### src/rtl/fifo_pkg.sv
// Shared defaults and types for the fifo_buffer staging queue.
package fifo_pkg;

  localparam int DEF_DATA_W = 16;
  localparam int DEF_DEPTH  = 16;
  localparam int DEF_PTR_W  = $clog2(DEF_DEPTH);

  typedef logic [DEF_DATA_W-1:0] data_t;
  typedef logic [DEF_PTR_W-1:0]  ptr_t;
  typedef logic [DEF_PTR_W:0]    cnt_t;

endpackage : fifo_pkg

### src/rtl/fifo_mem.sv
// Storage array for fifo_buffer: one synchronous write port, one synchronous
// read port. The array itself is never reset; only the read-data register is,
// so the queue output comes up as zero.
module fifo_mem
  import fifo_pkg::*;
#(
  parameter int DATA_W = DEF_DATA_W,
  parameter int DEPTH  = DEF_DEPTH,
  parameter int PTR_W  = $clog2(DEPTH)
) (
  input  logic              clk_i,
  input  logic              rst_i,
  input  logic              wr_en_i,
  input  logic [PTR_W-1:0]  wr_addr_i,
  input  logic [DATA_W-1:0] wr_data_i,
  input  logic              rd_en_i,
  input  logic [PTR_W-1:0]  rd_addr_i,
  output logic [DATA_W-1:0] rd_data_o
);

  logic [DATA_W-1:0] mem_q [DEPTH];
  logic [DATA_W-1:0] rd_data_q;

  // Write port: store the word at the tail slot when the write is accepted.
  always_ff @(posedge clk_i) begin
    if (wr_en_i) begin
      mem_q[wr_addr_i] <= wr_data_i;
    end
  end

  // Read port: capture the head word (old contents on a same-slot write), hold otherwise.
  always_ff @(posedge clk_i) begin
    if (rst_i) begin
      rd_data_q <= {DATA_W{1'b0}};
    end else if (rd_en_i) begin
      rd_data_q <= mem_q[rd_addr_i];
    end else begin
      rd_data_q <= rd_data_q;
    end
  end

  assign rd_data_o = rd_data_q;

endmodule : fifo_mem

### src/rtl/fifo_buffer.sv
// In-order staging FIFO between producer and consumer blocks.
// Single clock, registered flags, one-cycle read latency, no fall-through.
// Optional sticky OVF/UNF error flags are built when FIFO_ERR_FLAGS_EN is defined.
module fifo_buffer
  import fifo_pkg::*;
#(
  parameter int DATA_W = DEF_DATA_W,
  parameter int DEPTH  = DEF_DEPTH,   // power of 2, at least 2
  parameter int PTR_W  = $clog2(DEPTH)
) (
  input  logic              Clk,
  input  logic              Rst,
  input  logic [DATA_W-1:0] dataIn,
  input  logic              WrEn,
  input  logic              RdEn,
  output logic [DATA_W-1:0] dataOut,
  output logic              dataValid,
  output logic              EMPTY,
  output logic              FULL,
`ifdef FIFO_ERR_FLAGS_EN
  output logic              OVF,
  output logic              UNF,
`endif
  output logic [PTR_W:0]    count
);

  localparam int CNT_W = PTR_W + 1;

  logic [PTR_W-1:0] wr_ptr_q, wr_ptr_d;
  logic [PTR_W-1:0] rd_ptr_q, rd_ptr_d;
  logic [CNT_W-1:0] count_q, count_d;
  logic             empty_q, empty_d;
  logic             full_q, full_d;
  logic             valid_q;
  logic             wr_acc_s;
  logic             rd_acc_s;
  logic             mem_wr_s;
  logic             mem_rd_s;

  // A write is taken when there is room, or when a read frees the head slot
  // in the same cycle (full && RdEn implies not empty, so that read is taken).
  assign wr_acc_s = WrEn & (~full_q | RdEn);
  assign rd_acc_s = RdEn & ~empty_q;

  // Reset beats any request in the same cycle, including the array write.
  assign mem_wr_s = wr_acc_s & ~Rst;
  assign mem_rd_s = rd_acc_s & ~Rst;

  fifo_mem #(
    .DATA_W (DATA_W),
    .DEPTH  (DEPTH),
    .PTR_W  (PTR_W)
  ) u_mem (
    .clk_i     (Clk),
    .rst_i     (Rst),
    .wr_en_i   (mem_wr_s),
    .wr_addr_i (wr_ptr_q),
    .wr_data_i (dataIn),
    .rd_en_i   (mem_rd_s),
    .rd_addr_i (rd_ptr_q),
    .rd_data_o (dataOut)
  );

  // Next pointers, count and flags; flags derive from next count so they track it exactly.
  always_comb begin
    wr_ptr_d = wr_ptr_q;
    rd_ptr_d = rd_ptr_q;
    count_d  = count_q;
    if (wr_acc_s) begin
      wr_ptr_d = wr_ptr_q + PTR_W'(1);
    end else begin
      wr_ptr_d = wr_ptr_q;
    end
    if (rd_acc_s) begin
      rd_ptr_d = rd_ptr_q + PTR_W'(1);
    end else begin
      rd_ptr_d = rd_ptr_q;
    end
    case ({wr_acc_s, rd_acc_s})
      2'b10:   count_d = count_q + CNT_W'(1);
      2'b01:   count_d = count_q - CNT_W'(1);
      default: count_d = count_q;
    endcase
    empty_d = (count_d == CNT_W'(0));
    full_d  = (count_d == CNT_W'(DEPTH));
  end

  // Pointer, count, flag and read-valid registers with synchronous reset.
  always_ff @(posedge Clk) begin
    if (Rst) begin
      wr_ptr_q <= {PTR_W{1'b0}};
      rd_ptr_q <= {PTR_W{1'b0}};
      count_q  <= {CNT_W{1'b0}};
      empty_q  <= 1'b1;
      full_q   <= 1'b0;
      valid_q  <= 1'b0;
    end else begin
      wr_ptr_q <= wr_ptr_d;
      rd_ptr_q <= rd_ptr_d;
      count_q  <= count_d;
      empty_q  <= empty_d;
      full_q   <= full_d;
      valid_q  <= rd_acc_s;
    end
  end

  assign count     = count_q;
  assign EMPTY     = empty_q;
  assign FULL      = full_q;
  assign dataValid = valid_q;

`ifdef FIFO_ERR_FLAGS_EN
  logic ovf_q, ovf_d;
  logic unf_q, unf_d;

  // Sticky error flags: a dropped write sets OVF, a dropped read sets UNF.
  always_comb begin
    ovf_d = ovf_q | (WrEn & full_q & ~RdEn);
    unf_d = unf_q | (RdEn & empty_q);
  end

  // Error flag registers, cleared only by reset.
  always_ff @(posedge Clk) begin
    if (Rst) begin
      ovf_q <= 1'b0;
      unf_q <= 1'b0;
    end else begin
      ovf_q <= ovf_d;
      unf_q <= unf_d;
    end
  end

  assign OVF = ovf_q;
  assign UNF = unf_q;
`endif

endmodule : fifo_buffer

### config.mk
export PLATFORM = sky130hd
export DESIGN_NAME = fifo_buffer
export DESIGN_NICKNAME = d
export VERILOG_FILES = /design/src/rtl/fifo_pkg.sv /design/src/rtl/fifo_mem.sv /design/src/rtl/fifo_buffer.sv
export SDC_FILE = /design/constraint.sdc
export NUM_CORES = 1
export LEC_CHECK = 0
export ABC_CLOCK_PERIOD_IN_PS = 2600
export CORE_AREA = 2 2 147 149
export DETAILED_ROUTE_END_ITERATION = 10
export DIE_AREA = 0 0 149 151
export PLACE_DENSITY = 0.86
export SLEW_MARGIN = 20
export SYNTH_ARGS = -nofsm -noshare
export SYNTH_HDL_FRONTEND = slang
export SYNTH_SLANG_ARGS = --single-unit
### constraint.sdc
create_clock -name Clk -period 2.6 [get_ports Clk]
set_input_delay 0.52 -clock Clk [delete_from_list [all_inputs] [get_ports Clk]]
set_output_delay 0.52 -clock Clk [all_outputs]
set_load 0.05 [all_outputs]
==> flow_summary_export.csv, run 1 <==
group,metric,value,unit
detailed_routing,wire_per_inst,27.16,µm
worst_hold_path,hp-class,"reg -> reg",
clocking,clk_path_buf_depth,3,
clocking,h-tree-depth,1,
pwr,ir_drop,627.3,µV
flow_run,maxCapViolCount,0,
worst_setup_path,crit_type,"in -> reg",
yosys,ys_types,41,
yosys,ys_warn_count,0,
yosys,synthCells,505,
yosys,netlist_area,0.01112,mm²
clocking,root_buffer,"clkbuf_16",
floorplan,die-area,0.02250,mm²
yosys,synth_area_leaders,"edfxtp_1 (69%), mux4_2 (12%), dfxtp_1 (5.8%)",
yosys,synth_top_area_share,69.11,%
worst_setup_path,endpoint_kind,"register",
pwr,p_total,10.19,mW
pwr,seqPwrFrac,51.3,%
pwr,swShare,22.38,%
global_routing,track_usage,22.05,%
clocking,clkSlewWorstSetupHoldPaths,0.06,ns
sta,max-slew-margin-rel,62.11,%
sta,hold_viol_final,0,
pwr,pwr-share-comb,12.4,%
sta,hold_ws,0.4773,ns
detailed_routing,drtIter0Drc,496,
global_routing,grt_pass1_wl,35870,µm
yosys,syn_avg_cell_area,22.03,µm²
final_layout,num-fill-cells,1324,
sta,drv_slew,0,
detailed_routing,ant_nets,0,
global_routing,overflow,0,
pwr,internal-power,7.906,mW
place,preCtsSetupSlack,-0.4488,ns
yosys,netlist_top_cells_count,"edfxtp_1 (256), mux4_2 (60), dfxtp_1 (32), mux4_1 (20), a22o_1 (16)",
sta,fmax,0.3943,GHz
pwr,power_density,772.1,mW/mm²
final_layout,drive_gt1_share,23.74,%
place,post-dp-hpwl,13250,µm
sta,layout_min_cycle_time,2.536,ns
detailed_routing,viasPerCell,6.203,
floorplan,core,0.02082,mm²
run_status,outcome,"completed",
yosys,synth-edff-count,256,
final_layout,layout.nets,623,
yosys,synth_top_area_cell,"edfxtp_1",
floorplan,fp.dieW,149,µm
yosys,ys_async_sr_fraction,0,%
sta,finalWorstSetupSlack,0.06399,ns
place,place.port_buffers,43,
detailed_routing,firstDrtPassIters,5,
clocking,cts_tree,"yes",
worst_setup_path,worstPathRequired,3.01,ns
worst_setup_path,startpoint_type,"primary input",
sta,fin_skew,0.01779,ns
yosys,ys_seq_area_share,74.87,%
yosys,synth-seq-cells,288,
global_routing,grt_max_degree,58,
final_layout,ff_latch_area,0.008333,mm²
final_layout,multiInputGateArea,0.002666,mm²
clocking,numClockSinks,288,
detailed_routing,drc,0,
clocking,holdBufCountCts,0,
worst_setup_path,cp.arrival,2.94,ns
floorplan,chipHeight,151,µm
sta,worstMarginPinSlew,0.5666,ns
clocking,cts_inserted_buffers,27,
floorplan,rows,53,
sta,post-route-period-util,97.54,%
global_routing,grt_pass1_vias,5793,
pwr,power_switching,2.280,mW
worst_setup_path,critPathMaxFanout,3,
final_layout,n_antenna_cell,0,
sta,setup_viol,0,
floorplan,pin_count,44,
yosys,syn_nets,533,
place,place.gp.congestion,0.8148,
floorplan,initial_core_util,53.42,%
clocking,clk_latency,0.52,ns
pwr,p_leak,4.215,nW
detailed_routing,vias,5521,
detailed_routing,wl,24170,µm
global_routing,grt_antenna_before_repair,1,
final_layout,syn2layout_area_growth,18.61,%
yosys,synthMostInstantiatedCell,"edfxtp_1",
pwr,clock_power_share,36.3,%
yosys,synthFlopType,"edfxtp_1",
==> final timing paths <==
check | start | to | cells after the start | slack, ns
worst max-delay path | RdEn | FULL$_SDFF_PP0_ | 12 | 0.06
worst min register to register | u_mem.rd_data_o[9]$_SDFFE_PP0P_ | u_mem.rd_data_o[9]$_SDFFE_PP0P_ | 1 | 0.48
worst min-delay path | u_mem.rd_data_o[9]$_SDFFE_PP0P_ | u_mem.rd_data_o[9]$_SDFFE_PP0P_ | 1 | 0.48
worst max register to register | FULL$_SDFF_PP0_ | FULL$_SDFF_PP0_ | 10 | 0.26
==> worst max-delay path: stages <==
cell	delay (ns)
clkdlybuf4s50_1	0.48
inv_2	0.06
a21boi_2	0.14
inv_1	0.08
ha_2	0.20
xor2_1	0.16
ha_2	0.23
mux2_4	0.31
o21ai_1	0.12
nand3_1	0.12
xor2_2	0.19
nor4bb_2	0.31
==> stage by stage <==
stage / util, % / cell area (µm²) / TNS [ns] / instances
4_1_cts: 63.14 / 13150 / 0 / 888
3_5_place_dp: 59.19 / 12320 / -12.17 / 839
3_3_place_gp: 59.19 / 12320 / -2.404 / 839
5_1_grt: 63.36 / 13190 / -0.03202 / 890
2_1_floorplan: - / 11130 / 0 / 505
6_report: 63.36 / 13190 / 0 / 890
==> layer usage <==
metal | wire (µm) | track usage (%)
met1 | 9151 | 28.92
met2 | 12690 | 37.74
met3 | 1620 | 3.524
met4 | 707 | 8.238
met5 | 0 | 0
==> power by group through the flow <==
stage                     Combinational, mW  Sequential, mW  Clock, mW
after floorplan                       0.691            5.45          0
after global placement                 1.16            5.31          0
after detailed placement               1.22            5.32          0
after CTS                              1.23            5.22       3.76
after global routing                   1.34            5.23       3.92
final                                  1.26            5.22       3.70
==> kinds of logic after synthesis <==
group	after synthesis	share of synthesized area [%]
flip-flops	288	74.87
multiplexers	84	17.24
AND/OR/NAND/NOR	55	2.610
AO/OA/AOI/OAI	30	2.070
buffers and inverters	30	1.519
XOR/XNOR	10	0.7874
adder cells (fa/ha/maj)	8	0.8999
==> flip-flops by register name, summed over array words and instances (netlist names) <==
| signal | flops |
|---|---|
| u_mem.mem_q | 256 |
| rd_ptr_q | 4 |
| wr_ptr_q | 4 |
| dataValid | 1 |
| count | 5 |
| u_mem.rd_data_o | 16 |
| EMPTY | 1 |
| FULL | 1 |
==> layout by cell type (no fill, tap or decap), types with 16 or more instances in the layout <==
master	Yosys	final
clkdlybuf4s50_1	0	43
mux4_2	60	60
dfxtp_1	32	30
a22o_1	16	16
mux4_1	20	20
buf_4	0	20
edfxtp_1	256	256
clkbuf_1	13	17
clkbuf_16	0	27
buf_12	0	21
==> what timing repair did <==
action	4_1_cts	5_1_grt
buffers inserted	0	2
endpoints found under the setup margin	0	2
gates resized for setup	0	9
==> cell type report <==
class	instances	area share [%]
multi-input cells	187	20.21
flip-flops and latches	288	63.16
inverters	7	0.1992
repair buffers	84	7.587
clock buffers	45	5.709
well taps	275	2.608
clock inverters	4	0.5216
No activity file was read; power rests on OpenSTA's default activity.
==> run 2, diff against run 1 <==
- GPL_TIMING_DRIVEN: default -> 0
- SKIP_LAST_GASP: default -> 1
==> run 2 against run 1 <==
  * Largest power group unchanged
  * Total power grew 4.5%
  * Critical endpoint unchanged
  * First-iteration DRC count shrank 1.4%
  * Design area fell by 1.8%
==> flow_summary_export.csv, run 2 (synthesis gave the netlist of run 1 again) <==
group,metric,value,unit
worst_setup_path,worstPathRequired,3.05,ns
floorplan,core,0.02082,mm²
worst_setup_path,crit_path_top_delay_cell,"clkdlybuf4s50_1",
sta,max-slew-margin-rel,30.01,%
final_layout,final_common_cell,"edfxtp_1",
worst_setup_path,reg2regPathDepth,4,
clocking,clk_latency,0.55,ns
floorplan,pin_count,44,
floorplan,die-area,0.02250,mm²
sta,worstMarginPinSlew,1.050,ns
sta,rsz0062_at_grt,"true",
pwr,p_total,10.64,mW
final_layout,final_cell_mix,"edfxtp_1 (256), mux4_2 (60), clkdlybuf4s50_1 (43)",
worst_setup_path,critPathMaxFanout,7,
pwr,ir_drop,485.0,µV
global_routing,grt_max_degree,17,
sta,finalWorstSetupSlack,0.04422,ns
pwr,internal-power,8.159,mW
pwr,power_density,821.6,mW/mm²
worst_setup_path,slowest_delay,0.46,ns
detailed_routing,ant_nets,0,
worst_setup_path,crit_type,"in -> reg",
pwr,pwr-share-comb,12.2,%
final_layout,n_antenna_cell,0,
sta,drv_slew,0,
pwr,clock_power_share,39.0,%
final_layout,drive_gt1_share,23.01,%
sta,setup_tns,0,ns
detailed_routing,vias,5469,
run_status,outcome,"completed",
flow_run,maxCapViolCount,0,
place,place.port_buffers,43,
worst_setup_path,r2r-end,"u_mem.rd_data_o[3]$_SDFFE_PP0P_",
clocking,clkSlewWorstSetupHoldPaths,0.06,ns
worst_setup_path,crit_cells,10,
global_routing,grt_pass1_wl,36050,µm
global_routing,grt_antenna_before_repair,0,
worst_setup_path,cp-endpoint,"FULL$_SDFF_PP0_",
pwr,seqPwrFrac,48.9,%
detailed_routing,drtIter0Drc,489,
detailed_routing,firstDrtPassIters,5,
worst_setup_path,cp_num_buf_inv,3,
final_layout,regMostFlops,"u_mem.mem_q",
global_routing,overflow,0,
clocking,clk_path_buf_depth,3,
worst_setup_path,path_cells,"clkdlybuf4s50_1 -> inv_1 -> nor2_4 -> buf_4 -> ha_1 -> and3b_1 -> a211oi_1 -> a21oi_1 -> o22ai_1 -> nor4bb_1",
global_routing,grt_pass1_vias,5861,
clocking,numClockSinks,288,
pwr,p_leak,4.125,nW
sta,fin_skew,0.01977,ns
worst_setup_path,endpoint_kind,"register",
worst_setup_path,r2r_slack,0.22,ns
clocking,cts_tree,"yes",
pwr,power_switching,2.481,mW
sta,fmax,0.3913,GHz
place,post-dp-hpwl,13920,µm
sta,post-route-period-util,98.30,%
floorplan,initial_core_util,53.42,%
floorplan,fp.dieW,149,µm
clocking,h-tree-depth,1,
pwr,swShare,23.32,%
worst_setup_path,crit_path_start,"RdEn",
global_routing,track_usage,22.33,%
final_layout,syn2layout_area_growth,16.42,%
floorplan,chipHeight,151,µm
worst_hold_path,hp-class,"reg -> reg",
worst_setup_path,startpoint_type,"primary input",
final_layout,largest_reg_flops,256,
final_layout,layout.nets,611,
floorplan,rows,53,
worst_setup_path,cp.arrival,3.01,ns
sta,hold_viol_final,0,
clocking,cts_inserted_buffers,29,
detailed_routing,drc,0,
sta,layout_min_cycle_time,2.556,ns
place,preCtsSetupSlack,-0.9637,ns
place,place.gp.congestion,0.7505,
clocking,root_buffer,"clkbuf_16",
detailed_routing,wire_per_inst,27.74,µm
worst_setup_path,r2r_start,"rd_ptr_q[3]$_SDFFE_PP0N_",
worst_setup_path,cpLargestDelayFamily,"compound AO/OA/AOI/OAI gates",
sta,setup_viol,0,
detailed_routing,wl,24380,µm
detailed_routing,viasPerCell,6.222,
-- run 2: power groups by stage --
| stage | sequential, mW | clock (mW) | combinational (mW) |
|---|---|---|---|
| 2_1_floorplan | 5.45 | 0 | 0.691 |
| 6_report | 5.20 | 4.15 | 1.29 |
| 3_5_place_dp | 5.29 | 0 | 1.26 |
| 4_1_cts | 5.19 | 4.17 | 1.28 |
| 5_1_grt | 5.21 | 4.35 | 1.35 |
| 3_3_place_gp | 5.28 | 0 | 1.20 |
-- run 2: per-stage QoR --
stage	std cells	area [µm²]	utilization, %	hold slack (ns)
2_1_floorplan	505	11130	-	0.4817
3_3_place_gp	823	11910	57.18	0.4706
3_5_place_dp	824	11920	57.26	0.4647
4_1_cts	878	12910	62.00	0.4903
5_1_grt	879	12950	62.19	0.5040
6_report	879	12950	62.19	0.4898
-- run 2: final cells by class --
| cell class | instances | area [µm²] |
|---|---|---|
| Inverter | 7 | 26.28 |
| Fill cell | 1356 | 7873 |
| Multi-Input combinational cell | 187 | 2696 |
| Timing Repair Buffer | 47 | 467.9 |
| Clock inverter | 15 | 182.7 |
| Tap cell | 275 | 344.1 |
| Sequential cell | 288 | 8328 |
| Buffer | 23 | 148.9 |
| Clock buffer | 37 | 755.7 |
-- run 2: worst min-delay path by stage --
| stage | from | to | cells after the start |
|---|---|---|---|
| after floorplan | wr_ptr_q[1]$_SDFFE_PP0P_ | wr_ptr_q[1]$_SDFFE_PP0P_ | 2 |
| after global placement | u_mem.rd_data_o[15]$_SDFFE_PP0P_ | u_mem.rd_data_o[15]$_SDFFE_PP0P_ | 1 |
| after detailed placement | u_mem.rd_data_o[6]$_SDFFE_PP0P_ | u_mem.rd_data_o[6]$_SDFFE_PP0P_ | 1 |
| after CTS | u_mem.rd_data_o[0]$_SDFFE_PP0P_ | u_mem.rd_data_o[0]$_SDFFE_PP0P_ | 1 |
| after global routing | u_mem.rd_data_o[5]$_SDFFE_PP0P_ | u_mem.rd_data_o[5]$_SDFFE_PP0P_ | 1 |
| final | u_mem.rd_data_o[2]$_SDFFE_PP0P_ | u_mem.rd_data_o[2]$_SDFFE_PP0P_ | 1 |
-- run 2: repair_timing --
item | 4_1_cts | 5_1_grt
gates resized for setup | 17 | 9
buffers inserted | 2 | 1
hold buffers | 0 | 0
endpoints found under the setup margin | 145 | 63
pin swaps | 2 | 1
-- run 2: layer usage --
metal  vias up  part of all wire, %  GRT usage, %
met1      2833                   37         28.17
met3        61                  7.4         3.855
li1       2277                    -             -
met4         0                  2.9         7.762
met2       298                   53         39.52
met5         -                    0             0
